===== src/rtl/ie_operand_stage_pkg.sv =====
`default_nettype none
// ============================================================================
//  Module   : ie_operand_stage_pkg
//  Purpose  : Shared widths, ALU opcode encoding, EX control bundle and the
//             bubble control value for the ID/EX operand stage.
//  Contents : XLEN, RIDX, alu_op_e (ALU_ADD..ALU_SRL), ex_ctrl_t,
//             BUBBLE_CTRL, fwd_hit() helper.
//  Revision : 1.0  initial release
// ============================================================================
package ie_operand_stage_pkg;

    localparam int XLEN = 32;
    localparam int RIDX = 5;

    typedef enum logic [2:0] {
        ALU_ADD = 3'b000,
        ALU_SUB = 3'b001,
        ALU_AND = 3'b010,
        ALU_OR  = 3'b011,
        ALU_XOR = 3'b100,
        ALU_SLT = 3'b101,
        ALU_SLL = 3'b110,
        ALU_SRL = 3'b111
    } alu_op_e;

    // Control that travels with an instruction into EX.
    typedef struct packed {
        logic       reg_write;
        logic       mem_read;
        logic       mem_write;
        logic [2:0] alu_ctrl;
    } ex_ctrl_t;

    // A bubble does nothing: no writes, no memory access, ALU opcode ADD.
    localparam ex_ctrl_t BUBBLE_CTRL = '{
        reg_write: 1'b0,
        mem_read:  1'b0,
        mem_write: 1'b0,
        alu_ctrl:  3'(ALU_ADD)
    };

    // A later stage supplies the operand when it writes the same, non-x0
    // register. x0 never forwards so it always reads its stored value.
    function automatic logic fwd_hit(input logic            we,
                                     input logic [RIDX-1:0] rd,
                                     input logic [RIDX-1:0] rs);
        return we && (rd == rs) && (rs != '0);
    endfunction

endpackage
`default_nettype wire


===== src/rtl/ie_fwd_mux.sv =====
`default_nettype none
// ============================================================================
//  Module   : ie_fwd_mux
//  Purpose  : Forwarding selector for one EX source operand. MEM result wins
//             over WB result; otherwise the stored register-file data is used.
//  Ports    : rs/rs_data        stored source index and data
//             mem_we/rd/data    MEM stage writeback
//             wb_we/rd/data     WB stage writeback
//             fwd_data          forwarded operand
//  Revision : 1.0  initial release
// ============================================================================
module ie_fwd_mux
    import ie_operand_stage_pkg::*;
(
    input  logic [RIDX-1:0] rs,
    input  logic [XLEN-1:0] rs_data,
    input  logic            mem_we,
    input  logic [RIDX-1:0] mem_rd,
    input  logic [XLEN-1:0] mem_data,
    input  logic            wb_we,
    input  logic [RIDX-1:0] wb_rd,
    input  logic [XLEN-1:0] wb_data,
    output logic [XLEN-1:0] fwd_data
);

    logic w_mem_hit;
    logic w_wb_hit;

    assign w_mem_hit = fwd_hit(mem_we, mem_rd, rs);
    assign w_wb_hit  = fwd_hit(wb_we,  wb_rd,  rs);

    always_comb begin
        fwd_data = rs_data;
        if (w_mem_hit) begin
            fwd_data = mem_data;
        end else if (w_wb_hit) begin
            fwd_data = wb_data;
        end
    end

endmodule
`default_nettype wire


===== src/rtl/ie_operand_stage.sv =====
`default_nettype none
// ============================================================================
//  Module   : ie_operand_stage
//  Purpose  : ID/EX pipeline register plus operand select. Captures decode
//             fields, forwards MEM/WB results onto the stored sources, picks
//             register or immediate for SrcB and reports load-use hazards.
//  Config   : IE_FORWARDING_EN - when defined, MEM/WB forwarding and stall
//             refresh are active and the hazard covers loads only. When
//             undefined, operands come straight from stored register data and
//             the hazard covers every RAW on the EX destination.
//  Ports    : clk, rst_n (async, active low)
//             id_*              decode-slot instruction fields
//             stall, flush      hold / bubble requests (flush wins)
//             mem_*, wb_*       later-stage writebacks for forwarding
//             ex_valid, src_a, src_b, alu_control, ex_store_data,
//             ex_pc, ex_rd, ex_reg_write, ex_mem_read, ex_mem_write
//             load_use_hazard   combinational stall request
//  Revision : 1.0  initial release
// ============================================================================
module ie_operand_stage
    import ie_operand_stage_pkg::*;
(
    input  logic            clk,
    input  logic            rst_n,
    input  logic            id_valid,
    input  logic [XLEN-1:0] id_pc,
    input  logic [RIDX-1:0] id_rs1,
    input  logic [RIDX-1:0] id_rs2,
    input  logic [RIDX-1:0] id_rd,
    input  logic [XLEN-1:0] id_rs1_data,
    input  logic [XLEN-1:0] id_rs2_data,
    input  logic [XLEN-1:0] id_imm,
    input  logic [2:0]      id_alu_ctrl,
    input  logic            id_alu_src,
    input  logic            id_reg_write,
    input  logic            id_mem_read,
    input  logic            id_mem_write,
    input  logic            stall,
    input  logic            flush,
    input  logic            mem_we,
    input  logic            wb_we,
    input  logic [RIDX-1:0] mem_rd,
    input  logic [RIDX-1:0] wb_rd,
    input  logic [XLEN-1:0] mem_data,
    input  logic [XLEN-1:0] wb_data,
    output logic            ex_valid,
    output logic [XLEN-1:0] src_a,
    output logic [XLEN-1:0] src_b,
    output logic [2:0]      alu_control,
    output logic [XLEN-1:0] ex_store_data,
    output logic [XLEN-1:0] ex_pc,
    output logic [RIDX-1:0] ex_rd,
    output logic            ex_reg_write,
    output logic            ex_mem_read,
    output logic            ex_mem_write,
    output logic            load_use_hazard
);

    logic            r_valid;
    logic [XLEN-1:0] r_pc;
    logic [RIDX-1:0] r_rs1;
    logic [RIDX-1:0] r_rs2;
    logic [RIDX-1:0] r_rd;
    logic [XLEN-1:0] r_rs1_data;
    logic [XLEN-1:0] r_rs2_data;
    logic [XLEN-1:0] r_imm;
    logic            r_alu_src;
    ex_ctrl_t        r_ctrl;

    logic [XLEN-1:0] w_fwd_a;
    logic [XLEN-1:0] w_fwd_b;
    ex_ctrl_t        w_id_ctrl;
    logic            w_haz_kind;

    // Invalid decode slots enter EX with bubble control.
    always_comb begin
        w_id_ctrl = BUBBLE_CTRL;
        if (id_valid) begin
            w_id_ctrl.reg_write = id_reg_write;
            w_id_ctrl.mem_read  = id_mem_read;
            w_id_ctrl.mem_write = id_mem_write;
            w_id_ctrl.alu_ctrl  = id_alu_ctrl;
        end
    end

    always_ff @(posedge clk or negedge rst_n) begin
        if (!rst_n) begin
            r_valid    <= 1'b0;
            r_pc       <= '0;
            r_rs1      <= '0;
            r_rs2      <= '0;
            r_rd       <= '0;
            r_rs1_data <= '0;
            r_rs2_data <= '0;
            r_imm      <= '0;
            r_alu_src  <= 1'b0;
            r_ctrl     <= BUBBLE_CTRL;
        end else if (flush) begin
            r_valid    <= 1'b0;
            r_pc       <= '0;
            r_rs1      <= '0;
            r_rs2      <= '0;
            r_rd       <= '0;
            r_rs1_data <= '0;
            r_rs2_data <= '0;
            r_imm      <= '0;
            r_alu_src  <= 1'b0;
            r_ctrl     <= BUBBLE_CTRL;
        end else if (stall) begin
            // Absorb any writeback seen this cycle; once that stage retires
            // its value would otherwise be gone before EX resumes.
            r_rs1_data <= w_fwd_a;
            r_rs2_data <= w_fwd_b;
        end else begin
            r_valid    <= id_valid;
            r_pc       <= id_pc;
            r_rs1      <= id_rs1;
            r_rs2      <= id_rs2;
            r_rd       <= id_rd;
            r_rs1_data <= id_rs1_data;
            r_rs2_data <= id_rs2_data;
            r_imm      <= id_imm;
            r_alu_src  <= id_alu_src;
            r_ctrl     <= w_id_ctrl;
        end
    end

`ifdef IE_FORWARDING_EN
    ie_fwd_mux u_fwd_a (
        .rs       (r_rs1),
        .rs_data  (r_rs1_data),
        .mem_we   (mem_we),
        .mem_rd   (mem_rd),
        .mem_data (mem_data),
        .wb_we    (wb_we),
        .wb_rd    (wb_rd),
        .wb_data  (wb_data),
        .fwd_data (w_fwd_a)
    );

    ie_fwd_mux u_fwd_b (
        .rs       (r_rs2),
        .rs_data  (r_rs2_data),
        .mem_we   (mem_we),
        .mem_rd   (mem_rd),
        .mem_data (mem_data),
        .wb_we    (wb_we),
        .wb_rd    (wb_rd),
        .wb_data  (wb_data),
        .fwd_data (w_fwd_b)
    );

    // Only a load leaves its result too late to forward into EX.
    assign w_haz_kind = r_ctrl.mem_read;
`else
    assign w_fwd_a = r_rs1_data;
    assign w_fwd_b = r_rs2_data;

    // Without forwarding every pending register write is a hazard.
    assign w_haz_kind = r_ctrl.reg_write;

    // Later-stage ports and stored indices have no consumer in this build.
    logic w_unused_fwd;
    assign w_unused_fwd = ^{mem_we, wb_we, mem_rd, wb_rd, mem_data, wb_data,
                            r_rs1, r_rs2};
`endif

    assign load_use_hazard = r_valid && w_haz_kind && (r_rd != '0) &&
                             ((r_rd == id_rs1) || (r_rd == id_rs2)) && id_valid;

    assign ex_valid      = r_valid;
    assign src_a         = w_fwd_a;
    assign src_b         = r_alu_src ? r_imm : w_fwd_b;
    assign ex_store_data = w_fwd_b;
    assign alu_control   = r_ctrl.alu_ctrl;
    assign ex_pc         = r_pc;
    assign ex_rd         = r_rd;
    assign ex_reg_write  = r_ctrl.reg_write;
    assign ex_mem_read   = r_ctrl.mem_read;
    assign ex_mem_write  = r_ctrl.mem_write;

endmodule
`default_nettype wire


===== config.mk =====
export PLATFORM = sky130hd
export DESIGN_NAME = ie_operand_stage
export DESIGN_NICKNAME = d
export VERILOG_FILES = /design/src/rtl/ie_operand_stage_pkg.sv /design/src/rtl/ie_fwd_mux.sv /design/src/rtl/ie_operand_stage.sv
export SDC_FILE = /design/constraint.sdc
export NUM_CORES = 1
export LEC_CHECK = 0
export CELL_PAD_IN_SITES_DETAIL_PLACEMENT = 1
export CELL_PAD_IN_SITES_GLOBAL_PLACEMENT = 2
export CORE_ASPECT_RATIO = 0.6
export CORE_MARGIN = 4
export CORE_UTILIZATION = 38
export CTS_BUF_LIST = sky130_fd_sc_hd__clkbuf_4
export DETAILED_ROUTE_END_ITERATION = 16
export DONT_BUFFER_PORTS = 1
export PLACE_DENSITY = 0.81
export SLEW_MARGIN = 10
export SYNTH_ARGS = -nofsm -noshare
export SYNTH_HDL_FRONTEND = slang
export SYNTH_SLANG_ARGS = --single-unit

===== constraint.sdc =====
create_clock -name clk -period 3.8 [get_ports clk]
set_input_delay 0.38 -clock clk [delete_from_list [all_inputs] [get_ports clk]]
set_output_delay 0.38 -clock clk [all_outputs]
set_load 0.05 [all_outputs]

# --- After elaboration in Yosys (flattened, before gate mapping) ---
# Index checks and enable logic that the tools add are counted.
classes:
  reduce_logical: 6
  muxes: 18
  eq_ne: 3
op_table:
  columns: ["op", "n"]
  rows:
  - ["two-way mux 32 bit", 9]
  - ["two-way mux 6 bit", 3]
  - ["== test 5 bit", 2]
  - ["two-way mux 5 bit", 2]
  - ["nonzero test 5 bit", 1]
  - ["logical AND 1 bit", 4]
  - ["two-way mux 1 bit", 4]
  - ["inequality test 2 x 1 -> 1 bit, second input constant", 1]
  - ["logical OR 1 bit", 1]
totals:
  elab_cells: 38
  out_inout_bits: 141
  regBits: 141

# --- Longest topological paths before layout ---
logic_depth:
  word_depth: 4
  ltp_mapped: 4
  depth_no_buf: 4

# --- Worst setup path before layout ---
# No wires, ideal clock.
synth_path:
  path_kind: "reg-to-output"
  startpoint: "register r_rd[2] (netlist: ex_rd[2])"
  endpoint: "output port load_use_hazard"
  t_arrival_ns: 1.882
  required_ns: 3.420
  stages_incl_launch_ff: 5
  slack_ns: 1.538
  cell_sequence: "dfrtp_1 xor2_1 nor3_1 nand3_1 a21oi_1"
synth_between:
  elab_chain_cells: 4
synth_rtl:
  columns: ["element", "line", "source"]
  rows:
  - ["start: declaration", "ie_operand_stage.sv:63", "logic [RIDX-1:0] r_rd;"]
  - ["start signal: assignment", "ie_operand_stage.sv:119", "r_rd <= id_rd;"]
  - ["== test 5 bit / nonzero test 5 bit (equally long branches)", "ie_operand_stage.sv:169, ie_operand_stage.sv:168", null]
  - ["logical OR 1 bit / logical AND 1 bit (equally long branches)", "ie_operand_stage.sv:169, ie_operand_stage.sv:168", null]
  - ["logical AND 1 bit *", "ie_operand_stage.sv:168", "assign load_use_hazard = r_valid && w_haz_kind && (r_rd != '0) &&"]
  - ["logical AND 1 bit *", "ie_operand_stage.sv:169", "((r_rd == id_rs1) || (r_rd == id_rs2)) && id_valid;"]
  - ["end: declaration", "ie_operand_stage.sv:56", "output logic load_use_hazard"]
# Every way passes the cells marked *; elsewhere a longest branch is shown, timed or not.

# --- Worst setup path after layout ---
layout_path:
  startpoint: "register r_rd[1] (netlist: ex_rd[1])"
  endpoint: "output port load_use_hazard"
# Same word-level chain as after synthesis.

==> impl_results.md <==
- Synth cell types: 18
- Min-Delay Path Class: primary input to register
- Kind of start point of the critical path: register
- Largest area contributor in the netlist: dfrtp_1
- Post-CTS Setup Bufs: 0
- CTS tree: built
- Clk sinks: 141
- Syn avg cell area: 11.9 um^2
- Crit path DAT: 2.23 ns
- DR DRC count: 0
- WHS Endpoint: ex_pc[15]$_DFFE_PN0P_
- Worst setup EP type: output pin
- Vias in the first global route: 4992
- Area Growth Syn to Fin: 28.5%
- Worst R2R Setup Slack: 2.17 ns
- Final WL: 18000 um
- DRT antenna net count: 0
- Synth area leaders: dfrtp_1 57%, mux2i_1 22%, nor2_1 8.9%
- Stages on the worst setup path: 4
- Final cell area excluding filler cells: 7920 um^2
- Syn Inst Count: 519
- CTS Buf Count: 17
- Post-route insts no fill: 847
- Die Ht: 107 um
- Pwr dens: 452 nW/um^2
- Grt ovf: 0
- Slew @ Worst Pin: 0.698 ns
- Syn Nets: 750
- Max cap viols: 0
- Initial antenna violation count: 0
- Vias per inst: 5.18
- Number of instances in the placed design: 688
- Family with the most delay on the worst path: flip-flops
- Core area: 15600 um^2
- Post-CTS resize count: 0
- Maximum fanout along the worst path: 5
- Outcome: finished, final reports clean
- IO Port Bufs: 0
- Setup TNS: 0 ns
- Drt wl/cell: 21.3 um
- Crit path kind: register to output pin
- I/O pins: 372
- Max_slew headroom: 0.534
- Fmax: 383 MHz
- Gpl congestion: 0.737
- Cell row count: 35
- CP max-delay cell: dfrtp_1
- Clock transition at the registers of the reported paths: 0.12 ns
- Unrepaired setup endpoints after global routing: false
- Register area share after synthesis: 0.572
- Slowest cell delay on critical path: 0.64 ns
- Largest net degree at the start of global routing: 143
- Initial core utilization: 0.394
- Skew-Pair Late Insertion Delay: 0.50 ns
- Dpl hpwl: 10200 um
- Setup violators final: 0
- #FFs+latches synth: 141
- Post-synthesis cell area: 6160 um^2
- Hold Violations, Final: 0
- Hold Crit Depth: 2
- Hold_buf cts: 123
- Post-layout nets: 862
- Worst reg-to-reg path cell count: 3
- H-tree depth: 4
- Fin. max-slew vios: 0
- Min-delay src: id_pc[15]
- Worst Path Required: 3.42 ns
- Yosys warns: 0
- GR Util All Layers: 0.192
- First-pass GRT wire length: 27800 um
- Fraction of layout cells with a size suffix above 1: 0.104
- Buf+Inv Stages, Crit Path: 1
- Routed via count: 4387
- Final min period: 2.61 ns
- Die area: 18400 um^2
- Top cell type's share of synthesized area: 0.572
- Placed inst area: 6240 um^2
- Cells along the critical path: or4_1, o2111ai_1, a21oi_1, buf_4
- Clk_skew: 0 ns
- Clock Tree Root: clkbuf_4
- Pleak: 0.00391 uW
- Bufs on Longest Clock Path: 2
- Worst flop-to-flop path startpoint: ex_reg_write$_DFFE_PN0P_
- Maximum vdd ir drop: 193 uV
- DIE WIDTH: 172 um
- Reg2reg end: ex_reg_write$_DFFE_PN0P_
- Final Cycle Share: 0.686
- Initial DRC Count: 206
- Drt pass-1 iters: 4
## routing by layer
layer	vias to the layer above	GRT usage	part of all wire
met4	0	0.0656	0.020
met2	171	0.335	0.51
met3	29	0.0612	0.076
li1	1973	-	-
met5	-	0	0
met1	2214	0.222	0.39
## cell usage in the layout (no fill, tap or decap), types with 2 or more instances in the layout
master,n
nor2_1,146
dfrtp_1,141
mux2i_1,134
dlygate4sd3_1,125
mux2_2,32
clkbuf_4,18
a21oi_1,7
xor2_1,6
bufinv_16,6
nand2_1,5
xnor2_1,4
inv_6,3
nor3_1,2
nand3_1,2
clkinv_4,2
buf_16,2
buf_4,2
## power by group
part           switching (uW)  leakage, uW  internal (uW)
Combinational             254      0.00185            211
Clock                     564     0.000194            666
Sequential                303      0.00187           1580
## how the worst max path moves through the flow
| stage | start | to | slack [ns] |
|---|---|---|---|
| after floorplan | ex_rd[2]$_DFFE_PN0P_ | load_use_hazard | 1.54 |
| after CTS | ex_rd[1]$_DFFE_PN0P_ | load_use_hazard | 1.13 |
| after global placement | ex_rd[1]$_DFFE_PN0P_ | load_use_hazard | 1.81 |
| after global routing | ex_rd[2]$_DFFE_PN0P_ | load_use_hazard | 1.03 |
| final | ex_rd[1]$_DFFE_PN0P_ | load_use_hazard | 1.19 |
| after detailed placement | ex_rd[1]$_DFFE_PN0P_ | load_use_hazard | 1.75 |
## stage by stage
step	hold slack (ns)	setup slack [ns]	total power [uW]	utilization
after global routing	0.00227	1.03	3740	0.506
after floorplan	0.0844	1.54	2200	-
final	0.0554	1.19	3580	0.507
after global placement	0.0875	1.81	2190	0.399
after detailed placement	0.0871	1.75	2200	0.399
after CTS	0.000302	1.13	3610	0.504
## state kept, by name, indices dropped and copies added, names as in the netlist
register / cells
r_imm: 32
ex_valid: 1
ex_pc: 32
ex_mem_read: 1
ex_store_data: 32
ex_rd: 5
r_alu_src: 1
ex_reg_write: 1
alu_control: 3
ex_mem_write: 1
src_a: 32
## final cells by class
class / count / area (um^2)
tap: 203 / 254
clock buffer: 18 / 135
fill: 1577 / 7710
sequential: 141 / 3530
antenna: 1 / 2.50
clock inverter: 13 / 236
timing repair buffer: 129 / 1320
multi-input combinational: 342 / 2440
## worst reg2reg max path: cells and delay by family (launching register included)
kind                   cells  cell delay (ns)
buffers and inverters      1             0.59
DFF                        1             0.72
and+or+nand+nor            1             0.08
AOI/OAI and AO/OA          1             0.17
## logic make-up after synthesis
logic type | share of synthesized area
AO/OA/AOI/OAI | 0.00832
multiplexers | 0.276
AND/OR/NAND/NOR | 0.0974
buffers and inverters | 0.0315
flip-flops | 0.572
XOR/XNOR | 0.0142
## synthesized netlist by cell type
cell / number
nor2_1: 146
dfrtp_1: 141
mux2i_1: 134
mux2_2: 32
buf_4: 13
clkbuf_1: 12
buf_2: 8
a21oi_1: 7
xor2_1: 6
nand2_1: 5
xnor2_1: 4
buf_1: 3
nand3_1: 2
nor3_1: 2
a22oi_1: 1
nor2b_1: 1
o2111ai_1: 1
or4_1: 1
Note: power is estimated with default switching activity, not from simulation.
